==> src/rtl/operand_fetch_ctrl_if.sv <==
// Handshake and bus bundle between decode/CGRA neighbours and the operand fetch controller.
// The master side is the environment (decode, buses, ALU); the slave side is the controller.
interface operand_fetch_ctrl_if #(
    parameter int CNT_W = 16
) ();
    logic             instr_valid;
    logic             instr_ready;
    logic [6:0]       opcode;
    logic             cfg_a_bus;
    logic             cfg_b_bus;
    logic             busA_valid;
    logic             busA_ack;
    logic             busB_valid;
    logic             busB_ack;
    logic [1:0]       Asel;
    logic [1:0]       Bsel;
    logic             Aenable;
    logic             Benable;
    logic             op_valid;
    logic             alu_ready;
    logic             illegal_instr;
    logic             timeout;
    logic [CNT_W-1:0] stall_cycles;

    modport master (
        output instr_valid,
        output opcode,
        output cfg_a_bus,
        output cfg_b_bus,
        output busA_valid,
        output busB_valid,
        output alu_ready,
        input  instr_ready,
        input  busA_ack,
        input  busB_ack,
        input  Asel,
        input  Bsel,
        input  Aenable,
        input  Benable,
        input  op_valid,
        input  illegal_instr,
        input  timeout,
        input  stall_cycles
    );

    modport slave (
        input  instr_valid,
        input  opcode,
        input  cfg_a_bus,
        input  cfg_b_bus,
        input  busA_valid,
        input  busB_valid,
        input  alu_ready,
        output instr_ready,
        output busA_ack,
        output busB_ack,
        output Asel,
        output Bsel,
        output Aenable,
        output Benable,
        output op_valid,
        output illegal_instr,
        output timeout,
        output stall_cycles
    );
endinterface

==> src/rtl/operand_fetch_ctrl.sv <==
// Operand A/B fetch sequencer for a CGRA PE: decodes the opcode class, loads operands, issues to the ALU.
// Optional bus-wait abort is enabled by defining OFC_TIMEOUT_EN.
module operand_fetch_ctrl #(
    parameter int CNT_W       = 16,
    parameter int TIMEOUT_CYC = 255
) (
    input logic                 clk,
    input logic                 reset,
    operand_fetch_ctrl_if.slave bus
);

    typedef enum logic [1:0] {
        ST_IDLE  = 2'b00,
        ST_WAIT  = 2'b01,
        ST_ISSUE = 2'b10
    } state_t;

    localparam logic [1:0] SEL_REG = 2'b00;
    localparam logic [1:0] SEL_BUS = 2'b01;
    localparam logic [1:0] SEL_ALT = 2'b10;

    if ((CNT_W < 8) || (TIMEOUT_CYC < 1) || ((CNT_W < 31) && (TIMEOUT_CYC >= (1 << CNT_W)))) begin : g_param_check
        $error("operand_fetch_ctrl: CNT_W must be >= 8 and TIMEOUT_CYC must fit in CNT_W bits");
    end

    // Returns {legal, a_sel, b_sel} for an RV32I major opcode, before any bus override.
    function automatic logic [4:0] decode_op(input logic [6:0] op);
        logic [4:0] res;
        case (op)
            7'b0110011, 7'b1100011:
                res = {1'b1, SEL_REG, SEL_REG};
            7'b0010011, 7'b0000011, 7'b0100011, 7'b1100111, 7'b0110111:
                res = {1'b1, SEL_REG, SEL_ALT};
            7'b0010111, 7'b1101111:
                res = {1'b1, SEL_ALT, SEL_ALT};
            default:
                res = {1'b0, SEL_REG, SEL_REG};
        endcase
        return res;
    endfunction

    state_t           r_state;
    logic [1:0]       r_a_sel;
    logic [1:0]       r_b_sel;
    logic             r_a_en;
    logic             r_b_en;
    logic             r_a_pend;
    logic             r_b_pend;
    logic             r_op_valid;
    logic             r_illegal;
    logic [CNT_W-1:0] r_stall;

`ifdef OFC_TIMEOUT_EN
    localparam logic [CNT_W-1:0] WAIT_LAST = CNT_W'(TIMEOUT_CYC - 1);
    logic [CNT_W-1:0] r_wait_cnt;
    logic             r_timeout;
`endif

    logic [4:0] w_dec;
    logic       w_legal;
    logic [1:0] w_a_sel;
    logic [1:0] w_b_sel;
    logic       w_a_cap;
    logic       w_b_cap;
    logic       w_a_left;
    logic       w_b_left;
    logic       w_stall_sat;

    // Decode of the offered instruction; a bus route only replaces a register-file source.
    always_comb begin
        w_dec   = decode_op(bus.opcode);
        w_legal = w_dec[4];
        if (bus.cfg_a_bus && (w_dec[3:2] == SEL_REG)) begin
            w_a_sel = SEL_BUS;
        end else begin
            w_a_sel = w_dec[3:2];
        end
        if (bus.cfg_b_bus && (w_dec[1:0] == SEL_REG)) begin
            w_b_sel = SEL_BUS;
        end else begin
            w_b_sel = w_dec[1:0];
        end
    end

    // Bus capture happens in the same cycle the neighbour's valid is seen, so ack is not delayed.
    always_comb begin
        w_a_cap     = (r_state == ST_WAIT) && r_a_pend && bus.busA_valid;
        w_b_cap     = (r_state == ST_WAIT) && r_b_pend && bus.busB_valid;
        w_a_left    = (r_state == ST_WAIT) && r_a_pend && !bus.busA_valid;
        w_b_left    = (r_state == ST_WAIT) && r_b_pend && !bus.busB_valid;
        w_stall_sat = &r_stall;
    end

    assign bus.instr_ready   = (r_state == ST_IDLE);
    assign bus.busA_ack      = w_a_cap;
    assign bus.busB_ack      = w_b_cap;
    assign bus.Asel          = r_a_sel;
    assign bus.Bsel          = r_b_sel;
    assign bus.Aenable       = r_a_en | w_a_cap;
    assign bus.Benable       = r_b_en | w_b_cap;
    assign bus.op_valid      = r_op_valid;
    assign bus.illegal_instr = r_illegal;
    assign bus.stall_cycles  = r_stall;
`ifdef OFC_TIMEOUT_EN
    assign bus.timeout       = r_timeout;
`else
    assign bus.timeout       = 1'b0;
`endif

    // Sequencer: IDLE accepts, WAIT collects operands, ISSUE holds them until the ALU takes them.
    always_ff @(posedge clk) begin
        if (!reset) begin
            r_state    <= ST_IDLE;
            r_a_sel    <= SEL_REG;
            r_b_sel    <= SEL_REG;
            r_a_en     <= 1'b0;
            r_b_en     <= 1'b0;
            r_a_pend   <= 1'b0;
            r_b_pend   <= 1'b0;
            r_op_valid <= 1'b0;
            r_illegal  <= 1'b0;
            r_stall    <= '0;
`ifdef OFC_TIMEOUT_EN
            r_wait_cnt <= '0;
            r_timeout  <= 1'b0;
`endif
        end else begin
            r_illegal <= 1'b0;
`ifdef OFC_TIMEOUT_EN
            r_timeout <= 1'b0;
`endif
            case (r_state)
                ST_IDLE: begin
                    if (bus.instr_valid) begin
                        if (w_legal) begin
                            r_state  <= ST_WAIT;
                            r_a_sel  <= w_a_sel;
                            r_b_sel  <= w_b_sel;
                            r_a_en   <= (w_a_sel != SEL_BUS);
                            r_b_en   <= (w_b_sel != SEL_BUS);
                            r_a_pend <= (w_a_sel == SEL_BUS);
                            r_b_pend <= (w_b_sel == SEL_BUS);
`ifdef OFC_TIMEOUT_EN
                            r_wait_cnt <= '0;
`endif
                        end else begin
                            r_illegal <= 1'b1;
                        end
                    end
                end
                ST_WAIT: begin
                    r_a_en <= 1'b0;
                    r_b_en <= 1'b0;
                    if (w_a_cap) begin
                        r_a_pend <= 1'b0;
                    end
                    if (w_b_cap) begin
                        r_b_pend <= 1'b0;
                    end
                    if (w_a_left || w_b_left) begin
                        if (!w_stall_sat) begin
                            r_stall <= r_stall + {{(CNT_W-1){1'b0}}, 1'b1};
                        end
`ifdef OFC_TIMEOUT_EN
                        // Abort drops the instruction; operands already loaded stay as they are.
                        if (r_wait_cnt == WAIT_LAST) begin
                            r_state   <= ST_IDLE;
                            r_a_pend  <= 1'b0;
                            r_b_pend  <= 1'b0;
                            r_timeout <= 1'b1;
                        end else begin
                            r_wait_cnt <= r_wait_cnt + {{(CNT_W-1){1'b0}}, 1'b1};
                        end
`endif
                    end else begin
                        r_state    <= ST_ISSUE;
                        r_op_valid <= 1'b1;
                    end
                end
                ST_ISSUE: begin
                    if (bus.alu_ready) begin
                        r_state    <= ST_IDLE;
                        r_op_valid <= 1'b0;
                    end
                end
                default: begin
                    r_state    <= ST_IDLE;
                    r_a_en     <= 1'b0;
                    r_b_en     <= 1'b0;
                    r_a_pend   <= 1'b0;
                    r_b_pend   <= 1'b0;
                    r_op_valid <= 1'b0;
                end
            endcase
        end
    end

endmodule

==> src/flat_wrapper.sv <==
// flat-port wrapper written by rule: the top's interface ports become plain ports
module operand_fetch_ctrl_flat 
#(
    parameter int CNT_W       = 16,
    parameter int TIMEOUT_CYC = 255
)
  (clk, reset, bus_instr_valid, bus_opcode, bus_cfg_a_bus, bus_cfg_b_bus, bus_busA_valid, bus_busB_valid, bus_alu_ready, bus_instr_ready, bus_busA_ack, bus_busB_ack, bus_Asel, bus_Bsel, bus_Aenable, bus_Benable, bus_op_valid, bus_illegal_instr, bus_timeout, bus_stall_cycles);
  operand_fetch_ctrl_if #(.CNT_W(CNT_W)) bus_i ();
  input logic clk;
  input logic reset;
  input wire logic [$bits(bus_i.instr_valid)-1:0] bus_instr_valid;
  input wire logic [$bits(bus_i.opcode)-1:0] bus_opcode;
  input wire logic [$bits(bus_i.cfg_a_bus)-1:0] bus_cfg_a_bus;
  input wire logic [$bits(bus_i.cfg_b_bus)-1:0] bus_cfg_b_bus;
  input wire logic [$bits(bus_i.busA_valid)-1:0] bus_busA_valid;
  input wire logic [$bits(bus_i.busB_valid)-1:0] bus_busB_valid;
  input wire logic [$bits(bus_i.alu_ready)-1:0] bus_alu_ready;
  output wire logic [$bits(bus_i.instr_ready)-1:0] bus_instr_ready;
  output wire logic [$bits(bus_i.busA_ack)-1:0] bus_busA_ack;
  output wire logic [$bits(bus_i.busB_ack)-1:0] bus_busB_ack;
  output wire logic [$bits(bus_i.Asel)-1:0] bus_Asel;
  output wire logic [$bits(bus_i.Bsel)-1:0] bus_Bsel;
  output wire logic [$bits(bus_i.Aenable)-1:0] bus_Aenable;
  output wire logic [$bits(bus_i.Benable)-1:0] bus_Benable;
  output wire logic [$bits(bus_i.op_valid)-1:0] bus_op_valid;
  output wire logic [$bits(bus_i.illegal_instr)-1:0] bus_illegal_instr;
  output wire logic [$bits(bus_i.timeout)-1:0] bus_timeout;
  output wire logic [$bits(bus_i.stall_cycles)-1:0] bus_stall_cycles;
  assign bus_i.instr_valid = bus_instr_valid;
  assign bus_i.opcode = bus_opcode;
  assign bus_i.cfg_a_bus = bus_cfg_a_bus;
  assign bus_i.cfg_b_bus = bus_cfg_b_bus;
  assign bus_i.busA_valid = bus_busA_valid;
  assign bus_i.busB_valid = bus_busB_valid;
  assign bus_i.alu_ready = bus_alu_ready;
  assign bus_instr_ready = bus_i.instr_ready;
  assign bus_busA_ack = bus_i.busA_ack;
  assign bus_busB_ack = bus_i.busB_ack;
  assign bus_Asel = bus_i.Asel;
  assign bus_Bsel = bus_i.Bsel;
  assign bus_Aenable = bus_i.Aenable;
  assign bus_Benable = bus_i.Benable;
  assign bus_op_valid = bus_i.op_valid;
  assign bus_illegal_instr = bus_i.illegal_instr;
  assign bus_timeout = bus_i.timeout;
  assign bus_stall_cycles = bus_i.stall_cycles;
  operand_fetch_ctrl #(.CNT_W(CNT_W), .TIMEOUT_CYC(TIMEOUT_CYC)) u_core (.clk(clk), .reset(reset), .bus(bus_i));
endmodule
==> config.mk <==
export PLATFORM = sky130hd
export DESIGN_NAME = operand_fetch_ctrl_flat
export DESIGN_NICKNAME = d
export VERILOG_FILES = /design/src/rtl/operand_fetch_ctrl_if.sv /design/src/rtl/operand_fetch_ctrl.sv /design/src/flat_wrapper.sv
export SDC_FILE = /design/constraint.sdc
export NUM_CORES = 1
export LEC_CHECK = 0
export ABC_AREA = 1
export BUFFER_PORTS_ARGS = -buffer_cell sky130_fd_sc_hd__buf_2
export CORE_MARGIN = 10
export CORE_UTILIZATION = 23
export DETAILED_ROUTE_END_ITERATION = 10
export HOLD_SLACK_MARGIN = 0.12
export PLACE_DENSITY = 0.48
export SLEW_MARGIN = 25
export SYNTH_ARGS = -nofsm -noshare
export SYNTH_HDL_FRONTEND = slang
export SYNTH_SLANG_ARGS = --single-unit
==> constraint.sdc <==
create_clock -name clk -period 3.7 [get_ports clk]
set_input_delay 0.185 -clock clk [delete_from_list [all_inputs] [get_ports clk]]
set_output_delay 0.185 -clock clk [all_outputs]
set_load 0.01 [all_outputs]
==> key figures, run 1 <==
Layout
  • Final Instance Area: 1958 um^2
  • Multi-input logic area: roughly 900 um^2
  • Post-layout util: 0.2882
  • # fillers: 769
  • Layout cells sized above 1: 0.2338
  • FF+latch area: 560.5 um^2
  • # nets final: 295
  • Synth-to-Final Area Change: 22.36%
  • Inserted Diodes: 0

Synthesis
  • Synth Flop Type: dfxtp_1
  • Fraction of synthesized area in multiplexers: 0
  • Post-synthesis adder-cell area fraction: 0.007819
  • Post-Synth Simple-Gate Area: 0.3831
  • Seq/Total Area, Yosys: 0.3503
  • Yosys reg bits: 28
  • Syn_nets: 254
  • Synth Area in Compound Gates: 0.1063
  • Yosys warning total: 0
  • Leading area contributor after synthesis: dfxtp_1
  • Post-synth EDFFs: 0
  • Combinational family with the most area after synthesis: simple AND/OR/NAND/NOR gates
  • Largest cells by area after synthesis: dfxtp_1, nand2_1, nor2_1
  • Post-synthesis xor/xnor area fraction: 0.06568
  • Synth cell types: 34
  • Netlist Area Pre-Place: 1600 um^2
  • Cell with the most instances after synthesis: nand2_1
  • Post-Syn Area per Cell: 6.724 um^2
  • Mapped Cells: roughly 240
  • Synth cell count leaders: nand2_1, nor2_1, dfxtp_1
  • Ys async rst share: 0
  • Post-synth top area share: 0.3503

Detailed routing
  • Routed via count: approximately 1500
  • Vias per cell: 4.142
  • DRC violations left: 0
  • Drt wl/cell: 11.46 um
  • First DRT Iteration DRCs: 51
  • Drt first pass iters: 4
  • Final wirelength: 4287 um
  • Antenna Violating Nets Remaining: 0

Floorplanning
  • Die Y: between 100 and 150 um
  • Die area: 10690 um^2
  • Placeable Area: 6794 um^2
  • FP Rows: 30
  • IO Pins: 43
  • Starting density of the core: 0.2355
  • Die width: between 100 and 150 um

STA
  • Final Max Tran Viols: 0
  • RSZ-0062 raised after global routing: false
  • Final Skew: about 5.6 ps
  • Final setup viols: 0
  • Slew @ Worst Pin: 573.6 ps
  • Final Hold Vio Count: 0
  • Tcrit/Tclk final: 0.4624
  • Min Tclk post-route: ~1700 ps
  • Slew headroom: 0.6153
  • Fmax: about 0.6 GHz
  • Setup TNS: 0 ps

Global routing
  • Largest net degree at the start of global routing: 20
  • Grt ovf: 0
  • Initial antenna violation count: 0
  • All-layer global routing usage: 0.08018
  • Global-route wire length before repair: 6955 um
  • Vias in the first global route: 1493

Critical path
  • Cell count of the worst reg-to-reg path: 8
  • CP max FO: 19
  • Critical path class: reg2reg
  • Critical R2R Launch: u_core.bus.stall_cycles[0]$_SDFFE_PN0P_
  • Data arrival time of the worst path: 1880 ps
  • Worst setup path endpoint: u_core.bus.stall_cycles[0]$_SDFFE_PN0P_
  • Setup slack, reg-to-reg: 1990 ps
  • CP required: 3870 ps
  • Reg2reg end: u_core.bus.stall_cycles[0]$_SDFFE_PN0P_
  • Startpoint class of the critical path: flip-flop
  • Critical Path Start: u_core.bus.stall_cycles[0]$_SDFFE_PN0P_
  • Crit end category: flip-flop

Pwr
  • Leakage power: 0.8463 nW
  • Switching Share: 0.2164
  • Power per cell area: 303.3 nW/um^2
  • Comb power frac: 0.072
  • Psw: 0.1285 mW
  • Clock share of power: 0.411
  • Tot Pwr: 0.5939 mW
  • Cell Int Power: 0.4654 mW
  • Sequential share of power: 0.516
  • Worst vdd ir: 0.0001323 V

Clock tree
  • H-tree Lvls: 1
  • CTS tree: yes
  • Post-CTS Resized: 0
  • Clock tree root buffer cell: clkbuf_8
  • Max Buffers Root-to-Sink: 2
  • Hold buffer count at cts: 0
  • Setup bufs post-CTS: 0
  • Clk_lat worst skew: approximately 280 ps
  • CTS Buf Count: 3
  • Clock-pin slew on the worst setup and hold paths: 100 ps
  • CTS sink cnt: 28

Place
  • Placed Area: roughly 1900 um^2
  • Post-DP HPWL: roughly 3500 um
  • Port bufs: 41
  • Routability congestion estimate: between 0.8 and 0.9

Flow run
  • Max cap viols: 0

Status
  • Status: finished, final reports clean

Hold path
  • Hold/Removal Path Class: in2reg
area by class of cell:
cell class,instances,share of cell area
tap,96,0.06134
timing repair buffer,41,0.1048
clock inverter,1,0.01534
clock buffer,3,0.02109
sequential,28,0.2863
inverter,25,0.04920
multi-input combinational,180,0.4620
cell usage in the layout (no fill, tap or decap), types with 2 or more instances in the layout:
cell type / synthesis / layout
clkbuf_8: 0 / 3
nand3_1: 18 / 18
a21oi_2: 4 / 4
o21ai_0: 8 / 8
xor2_1: 7 / 7
clkinv_1: 2 / 2
inv_1: 19 / 19
dfxtp_1: 28 / 28
buf_2: 1 / 41
a21oi_1: 16 / 16
nor3_1: 8 / 8
inv_2: 3 / 3
nand2_1: 64 / 64
or2_2: 3 / 3
xnor2_1: 5 / 5
nor2_1: 32 / 32
how the worst min path moves through the flow:
stage	depth (start not counted)	slack, ps	start	to
after floorplan	2	360	bus_instr_valid	u_core.bus.illegal_instr$_SDFF_PN0_
after CTS	3	210	bus_alu_ready	u_core.r_state[1]$_SDFFE_PN0P_
after global placement	2	450	u_core.bus.op_valid$_SDFFE_PN0P_	u_core.bus.op_valid$_SDFFE_PN0P_
final	3	210	bus_alu_ready	u_core.r_state[1]$_SDFFE_PN0P_
after detailed placement	2	450	u_core.bus.Bsel[1]$_SDFFE_PN0P_	u_core.bus.Bsel[1]$_SDFFE_PN0P_
after global routing	3	230	reset	u_core.bus.Bsel[0]$_SDFFE_PN0P_
worst max-delay path: stages (launching register included):
cell     delay (ps)
dfxtp_1         420
ha_1            250
nand3_1         140
inv_1           130
nand4_2         130
nand2_4         220
inv_4           110
o21ai_0         150
a21oi_1          50
metrics by stage:
stage / hold slack [ps] / worst slack [ps] / std cells
floorplan: 362.3 / 2123 / 238
global placement: 450.7 / 2014 / 370
detailed placement: 453.2 / 1996 / 370
CTS: 213.7 / 1977 / 374
global route: 231.8 / 1829 / 374
finish: 214.9 / 1989 / 374
metal layers:
metal | wire length, um | track usage | up-vias | part of all wire
li1 | - | - | 835 | -
met1 | 2134 | 0.1046 | 693 | 0.50
met2 | 1970 | 0.1311 | 19 | 0.46
met3 | 140 | 0.01329 | 2 | 0.033
met4 | 42 | 0.02567 | 0 | 0.0098
met5 | 0 | 0 | - | 0
state kept, by name, indices dropped and copies added (netlist names):
| signal | flops |
|---|---|
| u_core.r_a_pend | 1 |
| u_core.bus.stall_cycles | 16 |
| u_core.r_b_pend | 1 |
| u_core.bus.illegal_instr | 1 |
| u_core.bus.op_valid | 1 |
| u_core.bus.Asel | 2 |
| u_core.r_a_en | 1 |
| u_core.bus.Bsel | 2 |
| u_core.r_state | 2 |
| u_core.r_b_en | 1 |
cell families (layout without fill, tap and decap cells):
kind of cell / Yosys count / in the layout
DFF: 28 / 28
buffers and inverters: 30 / 70
and+or+nand+nor: 136 / 136
AOI/OAI and AO/OA: 30 / 30
other: 1 / 1
xor gates and xnor gates: 12 / 12
adders and majority gates: 1 / 1
power by group through the flow:
stage / Combinational, mW / Clock [mW] / Sequential [mW]
after floorplan: 0.0254 / 0 / 0.315
after global placement: 0.0431 / 0 / 0.314
after detailed placement: 0.0436 / 0 / 0.314
after CTS: 0.0436 / 0.251 / 0.307
after global routing: 0.0492 / 0.260 / 0.307
final: 0.0428 / 0.244 / 0.307
(Power assumes the default switching activity.)
==> run 2, diff against run 1 <==
==> constraint.sdc (replaced) <==
create_clock -name clk -period 1.6 [get_ports clk]
set_input_delay 0.08 -clock clk [delete_from_list [all_inputs] [get_ports clk]]
set_output_delay 0.08 -clock clk [all_outputs]
set_load 0.01 [all_outputs]
==> key figures, run 2 (synthesis gave the netlist of run 1 again) <==
STA
  • Setup WS post-layout: 104.9 ps (-1884 ps)
  • Final Hold Vio Count: 0 (unchanged)
  • Final Max Tran Viols: 0 (unchanged)
  • Hold slack: 197.3 ps (-17.59 ps)
  • Fmax: 0.6689 GHz
  • Tcrit/Tclk final: 0.9344
  • Final Skew: 6.837 ps (+1.194 ps)
  • Min Tclk post-route: 1495 ps
  • Final setup viols: 0 (unchanged)

Pwr
  • Psw: 0.3198 mW (+150%)
  • Comb power frac: 0.078 (+0.006)
  • Clock share of power: 0.417 (+0.006)
  • Leakage power: 0.9516 nW (+12%)
  • Switching Share: 0.2277 (+0.01133)
  • Worst vdd ir: 0.0002728 V (+110%)
  • Power per cell area: 659.1 nW/um^2 (+120%)
  • Cell Int Power: 1.085 mW (+130%)
  • Sequential share of power: 0.505 (-0.011)

Floorplanning
  • Die width: 103.4 um (unchanged)
  • Die area: 10690 um^2 (unchanged)
  • FP Rows: 30 (unchanged)
  • IO Pins: 43 (unchanged)
  • Die Y: 103.4 um (unchanged)
  • Placeable Area: 6794 um^2 (unchanged)
  • Starting density of the core: 0.2355 (unchanged)

Clock tree
  • H-tree Lvls: 1 (unchanged)
  • Clock tree root buffer cell: clkbuf_8
  • CTS sink cnt: 28 (unchanged)
  • Clock-pin slew on the worst setup and hold paths: 110 ps (about the same)
  • CTS Buf Count: 3 (unchanged)
  • CTS tree: yes
  • Max Buffers Root-to-Sink: 2 (unchanged)
  • Clk_lat worst skew: 290 ps (about the same)

Critical path
  • Critical R2R Launch: u_core.bus.stall_cycles[1]$_SDFFE_PN0P_
  • Cell count of the worst reg-to-reg path: 8 (unchanged)
  • Setup slack, reg-to-reg: 100 ps (-1880 ps)
  • CP required: 1520 ps (-2350 ps)
  • Worst setup path endpoint: bus_Aenable
  • Reg2reg end: u_core.bus.stall_cycles[10]$_SDFFE_PN0P_
  • Crit end category: primary output
  • Startpoint class of the critical path: flip-flop
  • CP max FO: 5 (-14)
  • Critical Path Start: u_core.r_state[0]$_SDFFE_PN0P_
  • Critical path class: reg2out
  • Data arrival time of the worst path: 1420 ps (-460 ps)

Flow run
  • Max cap viols: 0 (unchanged)

Detailed routing
  • Routed via count: 1636 (+5.6%)
  • Vias per cell: 4.184 (+1.0%)
  • Antenna Violating Nets Remaining: 0 (unchanged)
  • DRC violations left: 0 (unchanged)
  • First DRT Iteration DRCs: 60 (+18%)
  • Drt first pass iters: 4 (unchanged)
  • Drt wl/cell: 12.07 um (+5.3%)
  • Final wirelength: 4720 um (+10%)

Global routing
  • All-layer global routing usage: 0.08871 (+0.008529)
  • Largest net degree at the start of global routing: 17 (-15%)
  • Global-route wire length before repair: 7603 um (+9.3%)
  • Initial antenna violation count: 0 (unchanged)
  • Grt ovf: 0 (unchanged)
  • Vias in the first global route: 1600 (+7.2%)

Layout
  • Synth-to-Final Area Change: 33.15%
  • Inserted Diodes: 0 (unchanged)
  • # nets final: 312 (+5.8%)
  • FF+latch area: 565.5 um^2 (+0.89%)
  • Layout cells sized above 1: 0.2983 (+0.06449)
  • Post-layout util: 0.3136 (+0.02541)
  • Multi-input logic area: 929.6 um^2 (+2.8%)
  • Commonest non-fill, non-tap cell in the layout: nand2_1
  • Most frequent cells in the layout: nand2_1, buf_2, nor2_1, dfxtp_1, inv_1
  • # fillers: 752 (-2.2%)
  • Max reg flops: 16 (unchanged)

Status
  • Status: finished, final reports clean

Place
  • Routability congestion estimate: 0.9131 (+12%)
  • Port bufs: 41 (unchanged)
  • Post-DP HPWL: 3763 um (+7.6%)
  • Setup WS pre-CTS: 94.81 ps (-1901 ps)

Hold path
  • Hold/Removal Path Class: in2reg
  • Hold Crit Start: bus_busB_valid
==> run 2: changes by cell type in the layout (fill, tap and decap cells not counted), moves of 2 or more <==
cell / previous run / this run
inv_2: 3 / 5
dfxtp_2: 0 / 4
buf_4: 0 / 12
dfxtp_1: 28 / 24
dlygate4sd3_1: 0 / 3
==> run 2: cell type report <==
| type | instances | area share |
|---|---|---|
| inverter | 25 | 0.04639 |
| tap | 96 | 0.05637 |
| clock buffer | 3 | 0.01938 |
| multi-input combinational | 181 | 0.4363 |
| timing repair buffer | 57 | 0.1621 |
| sequential | 28 | 0.2654 |
| clock inverter | 1 | 0.01409 |
==> run 2: timing repair <==
action | in CTS | in global routing
setup buffers | 0 | 2
endpoints found under the hold margin | 9 | 0
hold buffers | 3 | 0
endpoints found under the setup margin | 0 | 15
gates resized for setup | 0 | 12
==> run 2: how the worst min path moves through the flow <==
| stage | end | slack, ps | cells after the start |
|---|---|---|---|
| finish | u_core.r_state[0]$_SDFFE_PN0P_ | 200 | 4 |
| global route | u_core.r_state[0]$_SDFFE_PN0P_ | 220 | 4 |
| CTS | u_core.r_state[0]$_SDFFE_PN0P_ | 180 | 4 |
| detailed placement | u_core.bus.illegal_instr$_SDFF_PN0_ | 400 | 3 |
| global placement | u_core.bus.illegal_instr$_SDFF_PN0_ | 410 | 3 |
| floorplan | u_core.bus.illegal_instr$_SDFF_PN0_ | 260 | 2 |
==> run 2: power by group through the flow <==
stage / Clock [mW] / Sequential (mW) / Combinational (mW)
2_1_floorplan: 0 / 0.727 / 0.0587
3_3_place_gp: 0 / 0.725 / 0.104
3_5_place_dp: 0 / 0.726 / 0.104
4_1_cts: 0.610 / 0.710 / 0.110
5_1_grt: 0.625 / 0.711 / 0.124
6_report: 0.586 / 0.709 / 0.109
==> run 2: through the flow <==
| step | total power, mW | setup TNS [ps] | instances | area, um^2 |
|---|---|---|---|---|
| after floorplan | 0.7862 | 0 | 238 | 1600 |
| after global placement | 0.8287 | 0 | 381 | 1982 |
| after detailed placement | 0.8295 | 0 | 381 | 1982 |
| after CTS | 1.429 | 0 | 388 | 2083 |
| after global routing | 1.460 | -13.59 | 391 | 2131 |
| final | 1.404 | 0 | 391 | 2131 |
==> run 2: worst max-delay path: stages (launching register included) <==
cell and delay, ps:
dfxtp_2 350, inv_2 60, nor2_4 120, inv_1 90, nor3_1 230, or2_2 160
buf_2 120
==> run 2: per-layer routing <==
| metal | share of wire | global-route usage |
|---|---|---|
| met1 | 0.48 | 0.1131 |
| met4 | 0.012 | 0.03209 |
| met3 | 0.040 | 0.01661 |
| met5 | 0 | 0 |
| met2 | 0.47 | 0.1452 |
==> run 3, diff against run 2 <==
--- a/config.mk
+++ b/config.mk
@@ -6,12 +6,12 @@
 export NUM_CORES = 1
 export LEC_CHECK = 0
 export ABC_AREA = 1
-export BUFFER_PORTS_ARGS = -buffer_cell sky130_fd_sc_hd__buf_2
 export CORE_MARGIN = 10
 export CORE_UTILIZATION = 23
 export DETAILED_ROUTE_END_ITERATION = 10
+export DONT_BUFFER_PORTS = 1
 export HOLD_SLACK_MARGIN = 0.12
-export PLACE_DENSITY = 0.48
+export PLACE_DENSITY = 0.43
 export SLEW_MARGIN = 25
 export SYNTH_ARGS = -nofsm -noshare
 export SYNTH_HDL_FRONTEND = slang
==> key figures, run 3 (synthesis gave the netlist of run 1 again) <==
STA
  • Final setup viols: 0 (unchanged)
  • RSZ-0062 raised after global routing: false
  • Final Skew: 4.816 ps (-2.021 ps)
  • Tcrit/Tclk final: 0.9276 (-0.006851)
  • Final Hold Vio Count: 0 (unchanged)
  • Final Max Tran Viols: 0 (unchanged)
  • Min Tclk post-route: 1484 ps (-10.96 ps)
  • Fmax: 0.6738 GHz (+0.74%)
  • Setup TNS: 0 ps (unchanged)

Detailed routing
  • Drt first pass iters: 4 (unchanged)
  • Drt wl/cell: 13.61 um (+13%)
  • Final wirelength: 4927 um (+4.4%)
  • Antenna Violating Nets Remaining: 0 (unchanged)
  • DRC violations left: 0 (unchanged)
  • Routed via count: 1550 (-5.3%)
  • Vias per cell: 4.282 (+2.3%)
  • First DRT Iteration DRCs: 70 (+17%)

Critical path
  • Crit end category: flip-flop
  • Data arrival time of the worst path: 1710 ps (+290 ps)
  • CP required: 1820 ps (+300 ps)
  • Reg2reg end: u_core.bus.stall_cycles[14]$_SDFFE_PN0P_
  • CP max FO: 7 (+2)
  • Setup slack, reg-to-reg: 120 ps (about the same)
  • Critical path class: reg2reg
  • Startpoint class of the critical path: flip-flop
  • Critical R2R Launch: u_core.bus.stall_cycles[0]$_SDFFE_PN0P_
  • Cell count of the worst reg-to-reg path: 8 (unchanged)

Floorplanning
  • Die width: 103.4 um (unchanged)
  • Placeable Area: 6794 um^2 (unchanged)
  • IO Pins: 43 (unchanged)
  • Die Y: 103.4 um (unchanged)
  • Die area: 10690 um^2 (unchanged)
  • FP Rows: 30 (unchanged)
  • Starting density of the core: 0.2355 (unchanged)

Pwr
  • Tot Pwr: 1.380 mW (-1.8%)
  • Leakage power: 0.8116 nW (-15%)
  • Cell Int Power: 1.072 mW (-1.2%)
  • Power per cell area: 684.8 nW/um^2 (+3.9%)
  • Switching Share: 0.2231 (-0.004606)
  • Comb power frac: 0.061 (-0.017)
  • Clock share of power: 0.422 (+0.005)
  • Worst vdd ir: 0.0003125 V (+15%)
  • Sequential share of power: 0.517 (+0.012)
  • Psw: 0.3078 mW (-3.8%)

Layout
  • Post-layout util: 0.2965 (-0.01713)
  • Layout cells sized above 1: 0.2105 (-0.08778)
  • Most frequent cells in the layout: nand2_1, nor2_1, dfxtp_1, buf_4, inv_1
  • # fillers: 766 (+1.9%)
  • # nets final: 283 (-9.3%)
  • Inserted Diodes: 0 (unchanged)
  • Max reg flops: 16 (unchanged)
  • Commonest non-fill, non-tap cell in the layout: nand2_1
  • Synth-to-Final Area Change: 25.88%

Place
  • Post-DP HPWL: 3875 um (+3.0%)
  • Port bufs: 0 (-100%)
  • Routability congestion estimate: 0.7917 (-13%)

Clock tree
  • Clock-pin slew on the worst setup and hold paths: 110 ps (about the same)
  • Setup bufs post-CTS: 0 (unchanged)
  • H-tree Lvls: 1 (unchanged)
  • CTS Buf Count: 3 (unchanged)
  • Clk_lat worst skew: 280 ps (about the same)
  • Max Buffers Root-to-Sink: 2 (unchanged)
  • CTS sink cnt: 28 (unchanged)
  • Clock tree root buffer cell: clkbuf_8
  • CTS tree: yes

Flow run
  • Max cap viols: 0 (unchanged)

Hold path
  • Hold EP: u_core.r_a_pend$_SDFFE_PN0P_
  • Hold Crit Start: bus_cfg_a_bus
  • WHS Path Cells: 4 (unchanged)
  • Hold/Removal Path Class: in2reg

Global routing
  • Vias in the first global route: 1537 (-3.9%)
  • All-layer global routing usage: 0.09490 (+0.006198)
  • Grt ovf: 0 (unchanged)
  • Largest net degree at the start of global routing: 19 (+2)
  • Initial antenna violation count: 0 (unchanged)
  • Global-route wire length before repair: 7990 um (+5.1%)

Status
  • Status: finished, final reports clean
## run 3: cell count changes in the layout (fill, tap and decap cells not counted), sizes merged
cell	before	now
dlygate4sd3	3	5
buf	54	23
## run 3: metrics by stage
stage	area [um^2]	worst slack (ps)	hold WS (ps)	cells
finish	2014	115.9	137.6	362
global route	2014	2.500	142.7	362
CTS	1976	49.97	122.6	361
detailed placement	1854	90.64	208.1	352
global placement	1854	124.9	205.9	352
floorplan	1600	23.21	257.3	238
## run 3: timing repair
action / CTS / global route
endpoints found under the hold margin: 14 / 0
resized for setup: 0 / 11
setup endpoints to repair: 0 / 16
hold buffers: 5 / 0
## run 3: routing by layer
layer / vias to the layer above / part of all wire / global-route usage
met1: 701 / 0.44 / 0.1166
met3: 4 / 0.083 / 0.03056
met4: 0 / 0.011 / 0.02995
li1: 815 / - / -
met2: 30 / 0.46 / 0.1535
met5: - / 0 / 0
## run 3: area by class of cell
cell class / instances / area [um^2] / share of cell area
inverters: 25 / 98.84 / 0.04907
well taps: 96 / 120.1 / 0.05963
multi-input cells: 181 / 938.4 / 0.4658
clock inverters: 1 / 30.03 / 0.01491
flip-flops and latches: 28 / 563.0 / 0.2795
clock buffers: 3 / 41.29 / 0.02050
repair buffers: 28 / 222.7 / 0.1106
## run 3: worst max-delay path, cell delays in order (launching register included)
cell	delay (ps)
dfxtp_1	360
ha_2	200
nand3_2	110
inv_2	110
nand4_4	130
nand2_4	150
buf_4	170
nand2_1	50
a21oi_1	140
## run 3: power groups by stage
stage	logic [mW]	registers (mW)	clock network, mW
after floorplan	0.0587	0.727	0
after global placement	0.0703	0.730	0
after detailed placement	0.0703	0.730	0
after CTS	0.0852	0.714	0.608
after global routing	0.0968	0.715	0.628
final	0.0841	0.713	0.582
## run 3: worst max-delay path by stage
| stage | end | startpoint | slack (ps) |
|---|---|---|---|
| floorplan | u_core.bus.stall_cycles[12]$_SDFFE_PN0P_ | u_core.bus.stall_cycles[0]$_SDFFE_PN0P_ | 20 |
| global placement | u_core.bus.stall_cycles[15]$_SDFFE_PN0P_ | u_core.r_state[1]$_SDFFE_PN0P_ | 120 |
| detailed placement | u_core.bus.stall_cycles[14]$_SDFFE_PN0P_ | u_core.bus.stall_cycles[0]$_SDFFE_PN0P_ | 90 |
| CTS | u_core.bus.stall_cycles[14]$_SDFFE_PN0P_ | u_core.bus.stall_cycles[0]$_SDFFE_PN0P_ | 50 |
| global route | u_core.bus.stall_cycles[14]$_SDFFE_PN0P_ | u_core.bus.stall_cycles[1]$_SDFFE_PN0P_ | 2 |
| finish | u_core.bus.stall_cycles[14]$_SDFFE_PN0P_ | u_core.bus.stall_cycles[0]$_SDFFE_PN0P_ | 120 |
